===== src/rtl/led_frame_sched_pkg.sv =====
// Shared types and constants for the WS2812B frame scheduler.
// Register offsets are the GPMC addresses that feed hblank_req and the pixel FIFO.
package led_frame_sched_pkg;

    typedef enum logic [2:0] {
        ST_IDLE,
        ST_LOAD,
        ST_SEND,
        ST_DRAIN,
        ST_LATCH
    } state_t;

    localparam int          LATCH_CYCLES_DEF = 5500;
    localparam int          BYTES_PER_PIXEL  = 3;
    localparam logic [15:0] REG_HBLANK       = 16'h0014;
    localparam logic [15:0] REG_PIX_FIFO     = 16'h1000;

    // 16-bit FIFO words needed to fill one pixel on every string.
    function automatic int words_per_set(input int n_strings);
        return BYTES_PER_PIXEL * n_strings / 2;
    endfunction

endpackage


===== src/rtl/led_pixel_unpack.sv =====
// Splits 16-bit FIFO words into bytes and steers each byte into its string's pixel register.
// Stream byte k lands in string k/3 at byte position k%3, so b0 ends up in the low byte of each pixel.
module led_pixel_unpack
    import led_frame_sched_pkg::*;
#(
    parameter int N_STRINGS = 2,
    parameter int WIDX_W    = 2
) (
    input  logic                      clk,
    input  logic                      rst,
    input  logic                      load,
    input  logic [WIDX_W-1:0]         word_idx,
    input  logic [15:0]               word,
    output logic [24*N_STRINGS-1:0]   pix_data
);

    localparam int N_BYTES = BYTES_PER_PIXEL * N_STRINGS;

    logic [7:0] pix_byte [N_BYTES];

    // NOTE: these are plain registers rather than a RAM, so they take the reset and pix_data reads 0 afterwards.
    always_ff @(posedge clk) begin
        if (rst) begin
            for (int k = 0; k < N_BYTES; k++) begin
                pix_byte[k] <= '0;
            end
        end else if (load) begin
            for (int k = 0; k < N_BYTES; k++) begin
                if (word_idx == WIDX_W'(k / 2)) begin
                    pix_byte[k] <= (k % 2 != 0) ? word[15:8] : word[7:0];
                end
            end
        end
    end

    always_comb begin
        pix_data = '0;
        for (int k = 0; k < N_BYTES; k++) begin
            pix_data[(k / BYTES_PER_PIXEL) * 24 + (k % BYTES_PER_PIXEL) * 8 +: 8] = pix_byte[k];
        end
    end

endmodule


===== src/rtl/led_frame_sched.sv =====
// Frame scheduler: pulls pixel words from the FIFO, hands one pixel per string to the
// serializers, then forces the reset/latch gap on the lines after every frame or hblank request.
module led_frame_sched
    import led_frame_sched_pkg::*;
#(
    parameter int N_STRINGS    = 2,
    parameter int N_LEDS       = 8,
    parameter int LATCH_CYCLES = LATCH_CYCLES_DEF
) (
    input  logic                      clk,
    input  logic                      rst,
    input  logic                      enable,
    input  logic                      hblank_req,
    input  logic [15:0]               fifo_data,
    input  logic                      fifo_empty,
    output logic                      fifo_rd_en,
    output logic [24*N_STRINGS-1:0]   pix_data,
    output logic                      pix_valid,
    input  logic [N_STRINGS-1:0]      pix_ready,
    input  logic [N_STRINGS-1:0]      ser_idle,
    output logic                      latch_active,
    output logic                      frame_done,
    output logic [15:0]               underflow_cnt
);

    localparam int N_WORDS = words_per_set(N_STRINGS);
    localparam int WIDX_W  = (N_WORDS > 1) ? $clog2(N_WORDS) : 1;
    localparam int PIDX_W  = (N_LEDS > 1) ? $clog2(N_LEDS) : 1;
    localparam int LCNT_W  = (LATCH_CYCLES > 1) ? $clog2(LATCH_CYCLES) : 1;

    if (N_STRINGS % 2 != 0) begin : g_bad_n_strings
        $error("led_frame_sched: N_STRINGS must be even");
    end

    state_t              state;
    logic [WIDX_W-1:0]   word_cnt;
    logic [PIDX_W-1:0]   pix_idx;
    logic [LCNT_W-1:0]   latch_cnt;
    logic                hblank_flag;
    logic                pop;
    logic                transfer;
    logic                last_word;

    // The FIFO is show-ahead, so the pop has to be combinational; rst gates it so a reset never eats a word.
    assign pop        = (state == ST_LOAD) && !fifo_empty && !rst;
    assign fifo_rd_en = pop;
    assign transfer   = pix_valid && (&pix_ready);
    assign last_word  = (word_cnt == WIDX_W'(N_WORDS - 1));

    led_pixel_unpack #(
        .N_STRINGS (N_STRINGS),
        .WIDX_W    (WIDX_W)
    ) u_unpack (
        .clk      (clk),
        .rst      (rst),
        .load     (pop),
        .word_idx (word_cnt),
        .word     (fifo_data),
        .pix_data (pix_data)
    );

    always_ff @(posedge clk) begin
        if (rst) begin
            state         <= ST_IDLE;
            word_cnt      <= '0;
            pix_idx       <= '0;
            latch_cnt     <= '0;
            hblank_flag   <= 1'b0;
            pix_valid     <= 1'b0;
            latch_active  <= 1'b0;
            frame_done    <= 1'b0;
            underflow_cnt <= '0;
        end else begin
            frame_done <= 1'b0;
            if (hblank_req) begin
                hblank_flag <= 1'b1;
            end

            case (state)
                ST_IDLE: begin
                    if (hblank_flag) begin
                        state <= ST_DRAIN;
                    end else if (enable && !fifo_empty) begin
                        state    <= ST_LOAD;
                        word_cnt <= '0;
                    end
                end

                ST_LOAD: begin
                    if (fifo_empty) begin
                        if (underflow_cnt != 16'hFFFF) begin
                            underflow_cnt <= underflow_cnt + 16'd1;
                        end
                    end else if (last_word) begin
                        state     <= ST_SEND;
                        pix_valid <= 1'b1;
                    end else begin
                        word_cnt <= word_cnt + 1'b1;
                    end
                end

                ST_SEND: begin
                    if (transfer) begin
                        pix_valid <= 1'b0;
                        if (pix_idx == PIDX_W'(N_LEDS - 1)) begin
                            state   <= ST_DRAIN;
                            pix_idx <= '0;
                        end else begin
                            state    <= ST_LOAD;
                            pix_idx  <= pix_idx + 1'b1;
                            word_cnt <= '0;
                        end
                    end
                end

                ST_DRAIN: begin
                    if (&ser_idle) begin
                        state        <= ST_LATCH;
                        latch_cnt    <= LCNT_W'(LATCH_CYCLES - 1);
                        latch_active <= 1'b1;
                    end
                end

                ST_LATCH: begin
                    // The clear here overrides a same-cycle hblank_req, so a request during the latch is absorbed.
                    if (latch_cnt == '0) begin
                        state        <= ST_IDLE;
                        latch_active <= 1'b0;
                        frame_done   <= 1'b1;
                        hblank_flag  <= 1'b0;
                    end else begin
                        latch_cnt <= latch_cnt - 1'b1;
                    end
                end

                default: state <= ST_IDLE;
            endcase
        end
    end

endmodule

===== config.mk =====
export PLATFORM = sky130hd
export DESIGN_NAME = led_frame_sched
export DESIGN_NICKNAME = d
export VERILOG_FILES = /design/src/rtl/led_frame_sched_pkg.sv /design/src/rtl/led_pixel_unpack.sv /design/src/rtl/led_frame_sched.sv
export SDC_FILE = /design/constraint.sdc
export NUM_CORES = 1
export LEC_CHECK = 0
export CAP_MARGIN = 10
export CORE_ASPECT_RATIO = 1.25
export CORE_MARGIN = 3
export CORE_UTILIZATION = 56
export CTS_BUF_LIST = sky130_fd_sc_hd__clkbuf_2 sky130_fd_sc_hd__clkbuf_4 sky130_fd_sc_hd__clkbuf_8
export DETAILED_ROUTE_END_ITERATION = 8
export GPL_ROUTABILITY_DRIVEN = 0
export GPL_TIMING_DRIVEN = 0
export HOLD_SLACK_MARGIN = 0.12
export PLACE_DENSITY = 0.84
export SYNTH_ARGS = -nofsm -noshare
export SYNTH_HDL_FRONTEND = slang
export SYNTH_SLANG_ARGS = --single-unit

===== constraint.sdc =====
create_clock -name clk -period 5.65 [get_ports clk]
set_clock_uncertainty 0.15 [all_clocks]
set_input_delay 1.695 -clock clk [delete_from_list [all_inputs] [get_ports clk]]
set_output_delay 1.695 -clock clk [all_outputs]
set_load 0.02 [all_outputs]

Word-level counts from Yosys, hierarchy flattened:

Memory sizes are Yosys's and may differ from the RTL's.
Index checks and enable logic that the tools add are counted.

* bits in registers: 41
* bits in writable memories: 48
* bits of input ports: 25
* output and inout bits: 68
* logic and storage cells: 113
* memories: 1

Memory list
* u_unpack.pix_byte: depth 6, width 8, rd ports 6, clocked after memory_dff 0, wr ports 6, RTL line led_pixel_unpack.sv:19 `logic [7:0] pix_byte [N_BYTES];`

* add/subtract/negate cells: 4
* equality and inequality tests: 19
* muxes and demuxes: 51
* bitwise logic cells: 7
* reduce and logical (&&, ||, !) cells: 22

Operator list (count)
* 8-bit 2-to-1 mux: 6
* 13-bit 2-to-1 mux: 2
* 13-bit one-hot mux with 2 select lines: 1
* 3-bit 2-to-1 mux: 8
* 1-bit 2-to-1 mux: 23
* 2-bit != test (second input constant): 10
* 16-bit by 1-bit adder with 16-bit output (second input constant): 1
* 16-bit != test (second input constant): 1
* 3-bit one-hot mux with 5 select lines: 1
* 2-bit 2-to-1 mux: 7
* 13-bit zero test: 1
* 13-bit by 1-bit subtractor with 13-bit output (second input constant): 1
* 3-bit AND reduction: 3
* 7-bit AND reduction: 1
* 3-bit by 2-bit equality test with 1-bit output (second input constant): 2
* 3-bit equality test (second input constant): 2
* 1-bit bitwise OR: 6
* 2-bit one-hot mux with 3 select lines: 1
* 2-bit AND reduction: 3
* 6-bit AND reduction: 1
* 1-bit logical AND: 4
* 1-bit one-hot mux with 2 select lines: 2
* 4-bit AND reduction: 1
* 2-bit nonzero test: 2
* other kinds (12): 13

Depth between registers and ports, before layout:

Gate-level depths: netlist (run 1).

* depth in word-level cells: 7
* depth in mapped cells: 7
* depth with buffers taken out: 6

Hierarchy:

A second synthesis (run 1) with hierarchy kept.

* cells, all modules: 382
* area total of the unflattened synthesis: 4013.8 µm²

By module, submodules not included
* led_frame_sched: times used 1, cells an instance 254, area an instance 2134.5 µm², sequential area each 820.8 µm²
* led_pixel_unpack: times used 1, cells an instance 128, area an instance 1879.3 µm², sequential area each 1441.4 µm²

Worst setup path before layout (run 1):

No wires, ideal clock.

* path kind: input port to output port
* start: in rst
* end: out fifo_rd_en
* data arrival time: 2524 ps
* data required time: 3805 ps
* slack: 1281 ps
* stages on the path: 4
* buffers on the path: 2
* path through: inv_1 and3_1 clkbuf_1 clkbuf_1

* longest elaborated chain between the ends: 2

RTL lines
* start, declared: RTL line led_frame_sched.sv:11 `input logic rst,`
* 1-bit zero test: RTL line led_frame_sched.sv:45 `assign pop = (state == ST_LOAD) && !fifo_empty && !rst;`
* 1-bit logical AND: RTL line led_frame_sched.sv:45
* end, declared: RTL line led_frame_sched.sv:16 `output logic fifo_rd_en,`

Every way passes these cells.

Worst setup path after layout (run 1):

Same ends and word-level chain as after synthesis.

==> results of run 1 <==
per-layer routing:
layer | vias up | part of all wire (%) | GRT usage [%]
met3 | 18 | 6.5 | 5.48
met4 | 0 | 1.7 | 6.67
li1 | 1669 | - | -
met1 | 1647 | 40 | 29.1
met2 | 130 | 51 | 41.8
met5 | - | 0 | 0
where the power goes:
part	leakage (uW)	internal (uW)	switching, uW
clock	0.0000967	212	230
combinational	0.00117	147	211
sequential	0.000828	721	28.4
total	0.00209	1080	469
repair_timing:
item,in CTS,in global routing
cloned,0,0
resized for setup,1,1
endpoints found under the setup margin,1,1
layout make-up:
type | instances | area, um2 | share of cell area [%]
Clock inverter | 6 | 67.6 | 1.25
Buffer | 23 | 98.8 | 1.84
Sequential cell | 89 | 2260 | 42.0
Tap cell | 90 | 113 | 2.09
Timing Repair Buffer | 92 | 921 | 17.1
Clock buffer | 10 | 131 | 2.44
Multi-Input combinational cell | 256 | 1740 | 32.2
Inverter | 15 | 56.3 | 1.05
cell families (layout without fill, tap and decap cells):
| group | Yosys count | in the layout | synth area share (%) |
|---|---|---|---|
| buf+inv | 38 | 146 | 3.71 |
| simple gates | 172 | 172 | 25.0 |
| mux | 14 | 14 | 3.62 |
| flops | 89 | 89 | 54.5 |
| compound gates | 62 | 62 | 10.8 |
| fa+ha+maj | 8 | 8 | 2.41 |
metrics by stage:
| step | setup TNS [ps] | setup WS, ps | instances | area (um2) |
|---|---|---|---|---|
| after floorplan | 0 | 1280 | 383 | 4150 |
| after global placement | -68.3 | -68.3 | 565 | 5180 |
| after detailed placement | -93.0 | -93.0 | 565 | 5180 |
| after CTS | 0 | 41.5 | 581 | 5390 |
| after global routing | 0 | 25.6 | 581 | 5390 |
| final | 0 | 133 | 581 | 5390 |
state kept, by name, summed over array words and instances, names as in the netlist:
register / cells
u_unpack.pix_byte: 48
underflow_cnt: 16
latch_cnt: 13
pix_idx: 3
state: 3
word_cnt: 2
frame_done: 1
hblank_flag: 1
latch_active: 1
pix_valid: 1
worst paths after layout:
check                            endpoint  slack, ps  cells past startpoint
hold / removal               latch_active        320                      1
setup reg to reg  u_unpack.pix_byte[0][0]       2710                      7
hold reg to reg              latch_active        320                      1
setup / recovery               fifo_rd_en        130                      6
worst max-delay path: stages:
cell and delay, ps:
sky130_fd_sc_hd__clkdlybuf4s50_1 490, sky130_fd_sc_hd__inv_2 190, sky130_fd_sc_hd__and3_1 180, sky130_fd_sc_hd__clkbuf_1 220, sky130_fd_sc_hd__clkbuf_2 260, sky130_fd_sc_hd__clkdlybuf4s50_1 640
cell usage in the layout (no fill, tap or decap), types with 4 or more instances in the layout:
cell type and count:
sky130_fd_sc_hd__clkdlybuf4s50_1 92, sky130_fd_sc_hd__and3_1 54, sky130_fd_sc_hd__edfxtp_1 48, sky130_fd_sc_hd__dfxtp_1 41, sky130_fd_sc_hd__nand2_1 22, sky130_fd_sc_hd__clkbuf_1 19
sky130_fd_sc_hd__nor2_1 18, sky130_fd_sc_hd__a21oi_1 16, sky130_fd_sc_hd__inv_1 14, sky130_fd_sc_hd__nand3_1 12, sky130_fd_sc_hd__o31ai_1 10, sky130_fd_sc_hd__or4_1 10
sky130_fd_sc_hd__clkbuf_8 9, sky130_fd_sc_hd__nor3_1 8, sky130_fd_sc_hd__nor2b_1 8, sky130_fd_sc_hd__nand4_1 8, sky130_fd_sc_hd__mux2_2 8, sky130_fd_sc_hd__ha_1 8
sky130_fd_sc_hd__nor4_1 7, sky130_fd_sc_hd__a211oi_1 6, sky130_fd_sc_hd__mux2i_1 6, sky130_fd_sc_hd__o21ai_0 4, sky130_fd_sc_hd__nand2b_1 4, sky130_fd_sc_hd__a31oi_1 4
synthesized netlist by cell type, types with 10 or more instances:
| cell type | number | share of area, % |
|---|---|---|
| sky130_fd_sc_hd__clkbuf_1 | 20 | 1.8 |
| sky130_fd_sc_hd__nand3_1 | 12 | 1.4 |
| sky130_fd_sc_hd__a21oi_1 | 16 | 1.9 |
| sky130_fd_sc_hd__nor2_1 | 18 | 1.6 |
| sky130_fd_sc_hd__o31ai_1 | 10 | 1.8 |
| sky130_fd_sc_hd__edfxtp_1 | 48 | 35 |
| sky130_fd_sc_hd__nand2_1 | 22 | 2.0 |
| sky130_fd_sc_hd__inv_1 | 15 | 1.4 |
| sky130_fd_sc_hd__and3_1 | 54 | 8.1 |
| sky130_fd_sc_hd__dfxtp_1 | 41 | 20 |
| sky130_fd_sc_hd__or4_1 | 10 | 1.8 |
==> results summary, run 1 <==
The number of buffers added for setup after CTS is 0. The leakage power figure is about 0.0021 uW. The top achievable clock speed came out at between 0.15 and 0.2 GHz. Hold timing on the final database bottoms out at a slack of between 300 and 400 ps. The initial detailed-routing violation count came out at between 200 and 250. The number of hold-repair buffers added at the cts stage came out at 0. At the pin with the least slew margin, the transition time is 971 ps.

The kind of start point of the critical path is a primary input. In this run the core area contains 34 standard-cell rows. The starting density of the core is 58.8%. The die boundary height came out at 102 um. The synthesized design contains 48 enable-type register cells. The run finished with clean final reports. IR analysis of the VDD net gives a maximum drop of between 0.00015 and 0.0002 V. STA puts the critical path data arrival time at approximately 3700 ps.

The sequential share of the synthesized area came out at 54.5%. The clock tree buffer depth came out at 2. The number of max-slew violations in the final report was 0. The residual DRC count came out at 0. The worst setup path is of the primary input to output port kind.

The Yosys step of the flow raised 0 warnings. The remaining global-route overflow came out at 0. The utilization after layout is approximately 76%. The H-tree depth came out at 3. The die covers about 8500 um2. The post-synthesis area per instance came out at roughly 11 um2. The headroom to the max-slew limit came out at between 30% and 40%. The netlist area before placement is 4150 um2. For this run, the total global-route usage over all layers was measured as between 20% and 30%.

The buffer type at the clock tree root is sky130_fd_sc_hd__clkbuf_8. Setup violations remaining at the end of the flow were counted as 0. Synthesis produced between 300 and 400 cells. The average via count per standard cell came out at roughly 6.0. The power after layout came out at 1550 uW. The number of antenna violations at the first check in global routing was 0. In this run the standard cell core region covers between 7000 and 8000 um2. The clock transition at the registers of the reported paths came out at 80 ps. The power per cell area came out at approximately 290 nW/um2. The width of the die is just over 80 um.

Data on the critical path is required at its endpoint by 3810 ps. The count of maximum capacitance violations came out at 0. The number of hold violations in the final report came out at 0. The final route contains about 3500 vias. In the synthesized netlist the dominant register cell turns out to be sky130_fd_sc_hd__edfxtp_1.

The ratio of final minimum period to clock period is a little over nine tenths. Along the worst path, the maximum fanout reaches 10. The port buffer count came out at around 90. The number of iterations in the first detailed-routing pass is 5.

The synthesis-to-layout area growth is 29.7%. The number of global-route vias before repair came to around 3300. The total clock buffers created by CTS is 9. The insertion delay to the later sink of the worst-skew pair came out at roughly 360 ps. The fraction of registers with async set/reset is 0%. The final routed wire length divided by cell count came out at ~17 um.

The largest net degree at the start of global routing came out at 17. The path class of the tightest hold or removal check is flip-flop to flip-flop. The launch point of the critical path is rst. Setup repair after global routing left no endpoint under its margin.

In the final layout, the share of cells above drive strength 1 is under 10%. The I/O pin count is 93. TritonCTS built the clock tree. Summed over all nets, the half-perimeter wirelength after detailed placement is between 7 and 8 mm. The worst hold path begins at latch_active. Clock tree synthesis found a total of slightly below 90 sinks. The count of filler cells inserted in the layout came out at between 400 and 500. The total wire length is between 9 and 10 mm. The startpoint identified for the worst register-to-register timing path is state[1]. The antenna cell count is 0.

The number of different library cells used by synthesis comes to between 50 and 60. STA classifies the critical path endpoint as an output port. The number of nets in the synthesized netlist is approximately 420. The first-pass GRT wire length came out at 16.0 mm. The final critical delay including setup and external delays came out at around 5500 ps. The final-stage net count came out at around 520.

Counting flops and latches in the post-synthesis netlist gives 89. The count of nets left with antenna violations once routing finished came out at 0.
No activity file was read; power rests on OpenSTA's default activity.
==> inputs of run 2 (changes only) <==
--- a/config.mk
+++ b/config.mk
@@ -13,7 +13,6 @@
 export DETAILED_ROUTE_END_ITERATION = 8
 export GPL_ROUTABILITY_DRIVEN = 0
 export GPL_TIMING_DRIVEN = 0
-export HOLD_SLACK_MARGIN = 0.12
 export PLACE_DENSITY = 0.84
 export SYNTH_ARGS = -nofsm -noshare
 export SYNTH_HDL_FRONTEND = slang
==> results of run 2 <==
Final layout, timing and power as in run 1 (identical DEF).
==> inputs of run 3 (changes only) <==
--- a/config.mk
+++ b/config.mk
@@ -16,4 +16,5 @@
 export PLACE_DENSITY = 0.84
 export SYNTH_ARGS = -nofsm -noshare
 export SYNTH_HDL_FRONTEND = slang
+export SYNTH_HIERARCHICAL = 1
 export SYNTH_SLANG_ARGS = --single-unit
==> constraint.sdc (replaced) <==
create_clock -name clk -period 5.65 [get_ports clk]
set_clock_uncertainty 0.15 [all_clocks]
set_input_delay 1.695 -clock clk [delete_from_list [all_inputs] [get_ports clk]]
set_output_delay 1.695 -clock clk [all_outputs]
set_load 0.1 [all_outputs]
==> run 3 against run 2 <==
Net effect:
- synthesized cell count is 0.26% lower
- synthesized area is 3.3% lower
- die area is 3.1% lower
- register-to-register slack worse by 180 ps
- worst setup slack worse by 2.6 ps
- worst hold slack worse by 10 ps
- routed wire length is 9.6% lower
- first-iteration DRC count is 38% lower
- non-clock buffer count is 1 lower
- combinational power is 16% higher
- utilization is 1.2 points higher
- design area is 2.6% lower
- largest power group unchanged
==> results summary, run 3 <==
Cell breakdown of the critical path: clkdlybuf4s50_1, clkbuf_1, nor3_2, clkdlybuf4s18_2 (was clkdlybuf4s50_1, inv_2, and3_1, clkbuf_1, clkbuf_2, clkdlybuf4s50_1). The remaining global-route overflow came out at 0 (unchanged). The length of routed met3 wiring is 740 um (was 631 um). The leakage power figure came to 0.00182 uW (was 0.00209 uW). The clock tree buffer depth is 2 (unchanged).

The die outline area came out at 8230 um2 (was 8490 um2). The final routed wire length divided by cell count is 15.3 um (was 16.8 um). The maximum vdd drop came to 0.000204 V (was 0.000184 V). The number of buffers added for setup after CTS came out at 0 (unchanged). The worst hold-check path type is flip-flop to flip-flop (unchanged). The number of antenna violations at the first check in global routing came to 0 (unchanged). RSZ-0062 raised after global routing: no (unchanged). The overall via count from detail_route came out at 3255 (was 3464).

The placement row count is 33 (was 34). The headroom to the max-slew limit came out at 33.3% (was 35.2%). The first-pass GRT wire length is 14.4 mm (was 16.0 mm). The TritonCTS sink count came out at 89 (unchanged).

The width of the die was 81.7 um (was 83.0 um). Largest registers in the final layout: u_unpack/pix_byte (48), underflow_cnt (16), latch_cnt (13) (was u_unpack.pix_byte (48), underflow_cnt (16), latch_cnt (13)). The largest net degree at the start of global routing is 17 (unchanged).

The total wire length came out at 8.83 mm (was 9.76 mm). The synthesis-to-layout area growth was 30.7% (was 29.7%). Largest cells by area after synthesis: sky130_fd_sc_hd__edfxtp_1, sky130_fd_sc_hd__dfxtp_1, sky130_fd_sc_hd__nor2_1 (was sky130_fd_sc_hd__edfxtp_1, sky130_fd_sc_hd__dfxtp_1, sky130_fd_sc_hd__and3_1). Cell types with the highest counts after synthesis: sky130_fd_sc_hd__nor2_1, sky130_fd_sc_hd__edfxtp_1, sky130_fd_sc_hd__dfxtp_1 (was sky130_fd_sc_hd__and3_1, sky130_fd_sc_hd__edfxtp_1, sky130_fd_sc_hd__dfxtp_1). The clock transition at the registers of the reported paths is 90 ps (was 80 ps).

The port buffer count is 92 (unchanged). The library cell with the largest summed area after synthesis was sky130_fd_sc_hd__edfxtp_1 (unchanged). The post-synthesis cell count is 382 (was 383). The number of global-route vias before repair is 3084 (was 3308). The power per cell area came out at 293 nW/um2 (was 288 nW/um2). The data required time at the worst endpoint is 3810 ps (about the same). The initial detailed-routing violation count is 144 (was 234). The average via count per standard cell is 5.63 (was 5.96).

The uppermost metal layer occupied by signal nets is met4 (unchanged). The core outline area was 6770 um2 (was 7060 um2). Commonest cells after routing, fill and taps aside: sky130_fd_sc_hd__clkdlybuf4s50_1, sky130_fd_sc_hd__nor2_1, sky130_fd_sc_hd__edfxtp_1 (was sky130_fd_sc_hd__clkdlybuf4s50_1, sky130_fd_sc_hd__and3_1, sky130_fd_sc_hd__edfxtp_1). The kind of end point of the critical path is an output port (unchanged). The residual DRC count was 0 (unchanged). The cell with the most instances after synthesis is sky130_fd_sc_hd__nor2_1 (was sky130_fd_sc_hd__and3_1). The H-tree depth came to 3 (unchanged). The synthesized flop and latch total is 89 (unchanged). The global-route usage over all layers came out at 22.6% (was 23.6%). The total nets after synthesis came out at 413 (was 416).

The cell at the slowest stage of the critical path is sky130_fd_sc_hd__clkdlybuf4s50_1 (unchanged). The buffering stage count on the worst path with inverters included came out at 3 (was 5). The top-area cell type share of the netlist area is 35.9% (was 34.7%). The switching power summed over all nets was 531 uW (was 469 uW). The most used flip-flop cell after synthesis is sky130_fd_sc_hd__edfxtp_1 (unchanged).

The combined area of the multi-input logic cells was 1610 um2 (was 1740 um2). The register share of total power is 47.3% (was 48.4%). The power after layout is 1540 uW (was 1550 uW).

The final-report setup violation count came to 0 (unchanged). The maximum fanout along the worst path came out at 16 (was 10). The hold slack came to 312 ps (was 323 ps). The number of iterations in the first detailed-routing pass came out at 4 (was 5). The total clock buffers created by CTS came out at 9 (unchanged). The detailed-routing wirelength on met1 came out at 3.61 mm (was 3.95 mm).

The category of the most critical setup path is primary input to output port (unchanged). Outcome: finished clean (unchanged). The number of antenna-violating nets in the routed design is 0 (unchanged). The top achievable clock speed is 0.181 GHz (about the same).

The delay of the slowest cell on the worst path came out at 710 ps (was 640 ps). The final-stage net count is 517 (was 519). The number of flip-flops under the largest register name is 48 (unchanged). The fraction of registers with async set/reset is 0% (unchanged).

The sequential share of the synthesized area came out at 56.4% (was 54.5%). The buffer type at the clock tree root is sky130_fd_sc_hd__clkbuf_8 (unchanged). The die boundary height is 101 um (was 102 um).

The number of placed cells counting well taps came out at 562 (was 565). The half-perimeter wire length after placement was 6.58 mm (was 7.19 mm). The measured slew at the worst slew-check pin came to 997 ps (was 971 ps). The number of max-slew violations in the final report came out at 0 (unchanged). The final critical delay including setup and external delays came out at 5520 ps (about the same).

The count of flip-flops with a built-in enable after synthesis came to 48 (unchanged). The wire length on met2 came out at 4.29 mm (was 5.01 mm). The register containing the most flip-flops in the final layout is u_unpack/pix_byte (was u_unpack.pix_byte). The count of filler cells inserted in the layout came out at 474 (was 498). The kind of start point of the critical path is a primary input (unchanged). The antenna cell count is 0 (unchanged). The part of the power in combinational logic is 27.1% (was 23.1%).

The clock network power share is 25.6% (was 28.5%). The fraction of final layout cells sized beyond drive strength 1 came out at 9.16% (was 7.74%). The I/O pin count is 93 (unchanged). The count of maximum capacitance violations came out at 0 (unchanged). The register area came to 2260 um2 (unchanged). The dominant delay contributor by cell family on the critical path is buffers and inverters (unchanged). The most frequent standard cell in the layout excluding fill and tap cells is sky130_fd_sc_hd__clkdlybuf4s50_1 (unchanged).

The starting density of the core came to 59.3% (was 58.8%). The ratio of final minimum period to clock period is 97.7% (was 97.6%). The final standard cell count with taps included and fillers excluded came out at 578 (was 581). The netlist area before placement is 4010 um2 (was 4150 um2).

The switching share of power came out at 34.5% (was 30.3%). The Yosys warning count came out at 6 (was 0). The insertion delay to the later sink of the worst-skew pair is 350 ps (was 360 ps). The post-synthesis area per instance is 10.5 um2 (was 10.8 um2). The post-route worst setup slack came out at 131 ps (was 133 ps). The number of different library cells in the post-synthesis netlist was 55 (was 54). The number of hold violations in the final report is 0 (unchanged). The data arrival time of the critical path is 3670 ps (about the same). The cell internal power dissipation came out at 1010 uW (was 1080 uW). The worst slack at placement came out at -455 ps (was -93.0 ps).

The clock tree from TritonCTS was yes (unchanged).
run 3: cell count changes after synthesis, moves of 5 or more:
cell                       delta
sky130_fd_sc_hd__nor2b_1      -5
sky130_fd_sc_hd__clkbuf_1     -9
sky130_fd_sc_hd__xnor2_1     +10
sky130_fd_sc_hd__nand3b_1    +16
sky130_fd_sc_hd__o31ai_1      -7
sky130_fd_sc_hd__or4_1        -8
sky130_fd_sc_hd__inv_1        -6
sky130_fd_sc_hd__nand2_1      -8
sky130_fd_sc_hd__nor2_2      +10
sky130_fd_sc_hd__xor2_1       +8
sky130_fd_sc_hd__and3_1      -53
sky130_fd_sc_hd__buf_2        +5
sky130_fd_sc_hd__mux2_2       -8
sky130_fd_sc_hd__nor2_1      +59
run 3: area by class of cell:
| type | count | area share [%] |
|---|---|---|
| clock inverter | 6 | 0.954 |
| multi-input combinational | 263 | 30.7 |
| buffer | 21 | 2.29 |
| timing repair buffer | 93 | 17.7 |
| inverter | 9 | 0.644 |
| tap | 87 | 2.08 |
| clock buffer | 10 | 2.50 |
| sequential | 89 | 43.1 |
run 3: worst paths after layout:
kind | start | end | slack [ps] | cells after the start
max | rst | fifo_rd_en | 130 | 4
min | latch_active | latch_active | 310 | 2
max reg2reg | state[0] | u_unpack/pix_byte[0][22] | 2530 | 8
min reg2reg | latch_active | latch_active | 310 | 2
run 3: kinds of logic (layout without fill, tap and decap cells):
| group | count (synthesis) | count (layout) | synth area share [%] |
|---|---|---|---|
| AO/OA/AOI/OAI | 45 | 45 | 7.48 |
| XOR/XNOR | 18 | 18 | 3.93 |
| adder cells (fa/ha/maj) | 6 | 6 | 1.87 |
| buffers and inverters | 30 | 139 | 3.83 |
| flip-flops | 89 | 89 | 56.4 |
| multiplexers | 7 | 7 | 1.81 |
| AND/OR/NAND/NOR | 187 | 187 | 24.7 |
run 3: tightest hold or removal path, stage by stage (launching register included):
cell and delay, ps:
sky130_fd_sc_hd__dfxtp_1 320, sky130_fd_sc_hd__inv_1 50, sky130_fd_sc_hd__a21boi_1 50
run 3: per-layer routing:
layer | global-route usage, % | vias up
met1 | 28.4 | 1491
met3 | 4.74 | 18
met4 | 9.72 | 0
met5 | 0 | -
met2 | 37.2 | 173
li1 | - | 1573
run 3: power groups by stage:
stage	sequential (uW)	clock, uW	combinational [uW]
floorplan	893	0	167
global placement	741	0	409
detailed placement	742	0	415
CTS	728	402	416
global route	731	428	444
finish	727	393	417
run 3: per-stage QoR:
| stage | util, % | instance area, um2 | TNS (ps) |
|---|---|---|---|
| 2_1_floorplan | - | 4020 | 0 |
| 3_3_place_gp | 74.6 | 5050 | -467 |
| 3_5_place_dp | 74.8 | 5060 | -455 |
| 4_1_cts | 77.5 | 5250 | 0 |
| 5_1_grt | 77.5 | 5250 | 0 |
| 6_report | 77.5 | 5250 | 0 |
run 3: repair_timing:
action                     CTS  global route
hold buffers                 0             0
pin swaps                    0             0
cloned                       0             0
setup endpoints to repair    1             1
gates resized for setup      3             1
==> variant, RTL diff (config.mk and constraints of run 2) <==
Register the output `underflow_cnt` once more, with the module's reset; this adds one clock of latency there. The other outputs are not delayed to match.
--- a/src/rtl/led_frame_sched.sv
+++ b/src/rtl/led_frame_sched.sv
@@ -28,4 +28,6 @@
     localparam int PIDX_W  = (N_LEDS > 1) ? $clog2(N_LEDS) : 1;
     localparam int LCNT_W  = (LATCH_CYCLES > 1) ? $clog2(LATCH_CYCLES) : 1;
+
+    logic [15:0] underflow_cnt_s0;
 
     if (N_STRINGS % 2 != 0) begin : g_bad_n_strings
@@ -70,5 +72,5 @@
             latch_active  <= 1'b0;
             frame_done    <= 1'b0;
-            underflow_cnt <= '0;
+            underflow_cnt_s0 <= '0;
         end else begin
             frame_done <= 1'b0;
@@ -89,6 +91,6 @@
                 ST_LOAD: begin
                     if (fifo_empty) begin
-                        if (underflow_cnt != 16'hFFFF) begin
-                            underflow_cnt <= underflow_cnt + 16'd1;
+                        if (underflow_cnt_s0 != 16'hFFFF) begin
+                            underflow_cnt_s0 <= underflow_cnt_s0 + 16'd1;
                         end
                     end else if (last_word) begin
@@ -139,3 +141,11 @@
     end
 
+    always_ff @(posedge clk) begin
+        if (rst) begin
+            underflow_cnt <= '0;
+        end else begin
+            underflow_cnt <= underflow_cnt_s0;
+        end
+    end
+
 endmodule
Function: changed (Yosys sat finds a counterexample within 4 cycles, from zero or initial values and one cycle with rst high).
==> variant against run 2 <==
Final area grew 5.0%; hold slack improved by 19 ps; sequential cell count rose by 16; via count down 2.5%; synthesized area up 5.7%; total power is 6.7% higher; core utilization is 0.75 points lower; count of clock-buffer cells in the layout down 1; register-to-register slack gained 370 ps; wire length grew 1.1%; worst setup slack better by 70 ps; critical path type unchanged; largest cell class unchanged; highest routed layer unchanged.
==> variant: results (changes against run 2) <==
Layout Nets: 523 (+0.77%)
Top cells by area, synth: edfxtp_1, dfxtp_1, and3_1, xnor2_1, nor2b_1
Reg area: 2580 µm² (+14%)
Post-Synth XOR/XNOR Area: 2.99% (+3.0 points)
Largest net degree at the start of global routing: 21 (+4)
Sinks on Clock Net: 105 (+18%)
Final WL: 9870 µm (+1.1%)
Wire length per cell: 16.8 µm (about the same)
Count of plain and timing-repair buffers: 113 (-1.7%)
Largest registers: u_unpack.pix_byte (48), underflow_cnt (16), underflow_cnt_s0 (16)
Clock-pin slew on the worst setup and hold paths: 100 ps (+20 ps)
DP HPWL: 7080 µm (-1.5%)
Share of cell area taken by multi-input logic gates: 29.9% (-2.4 points)
Syn Nets: 420 (+0.96%)
DP Worst Slack: -189 ps (-95.7 ps)
Placed cell area: 5420 µm² (+4.6%)
Clk pwr: 0.492 mW (+11%)
Run status: completed
Vias in the first global route: 3281 (-0.82%)
Combinational share of power: 18.3% (-4.8 points)
Reg-to-reg startpoint: state[2]$_SDFFE_PP0P_
Lkg Pwr: 2.20 nW (+5.1%)
Buffering overhead: 18.0% (-0.90 points)
Layout cells sized above 1: 8.08% (+0.34 points)
Sequential share of the synthesized area: 58.9% (+4.4 points)
Slew headroom: 48.8% (+14 points)
Vias/cell: 5.75 (-3.5%)
Filler cells: 511 (+2.6%)
Maximum VDD drop: 0.179 mV (-2.5%)
Critical path arrival: 3600 ps (-70 ps)
GRT Util Overall: 22.5% (-1.1 points)
Final clock-cell share: 3.85% (+0.16 points)
Most frequent cells after synthesis: dfxtp_1, and3_1, edfxtp_1, nor2_1
Cell count after placement: 571 (+1.1%)
==> variant: cell count changes after synthesis, moves of 4 or more <==
cell,run 2,this run
xnor2_1,0,14
dfxtp_1,41,57
o31ai_1,10,0
mux2_2,8,3
or4_1,10,2
nor2_1,18,31
clkbuf_1,20,15
nand3_1,12,8
inv_1,15,8
nor2b_1,8,19
mux2i_1,6,1
a31o_2,0,4
==> variant: repair_timing <==
item,4_1_cts,5_1_grt
setup endpoints to repair,1,1
buffers inserted,0,0
gates resized for setup,1,3
cloned,0,0
==> variant: final timing paths <==
kind / endpoint / slack (ps) / cells past startpoint
max: fifo_rd_en / 200 / 4
min: latch_active$_SDFFE_PP0P_ / 340 / 1
max reg2reg: u_unpack.pix_byte[0][8]$_SDFFCE_PN0P_ / 3080 / 7
min reg2reg: latch_active$_SDFFE_PP0P_ / 340 / 1
==> variant: routing by layer <==
layer | vias to the layer above | routed length (µm)
li1 | 1632 | -
met1 | 1576 | 3890
met2 | 158 | 4990
met3 | 11 | 881
met4 | 0 | 101
met5 | - | 0
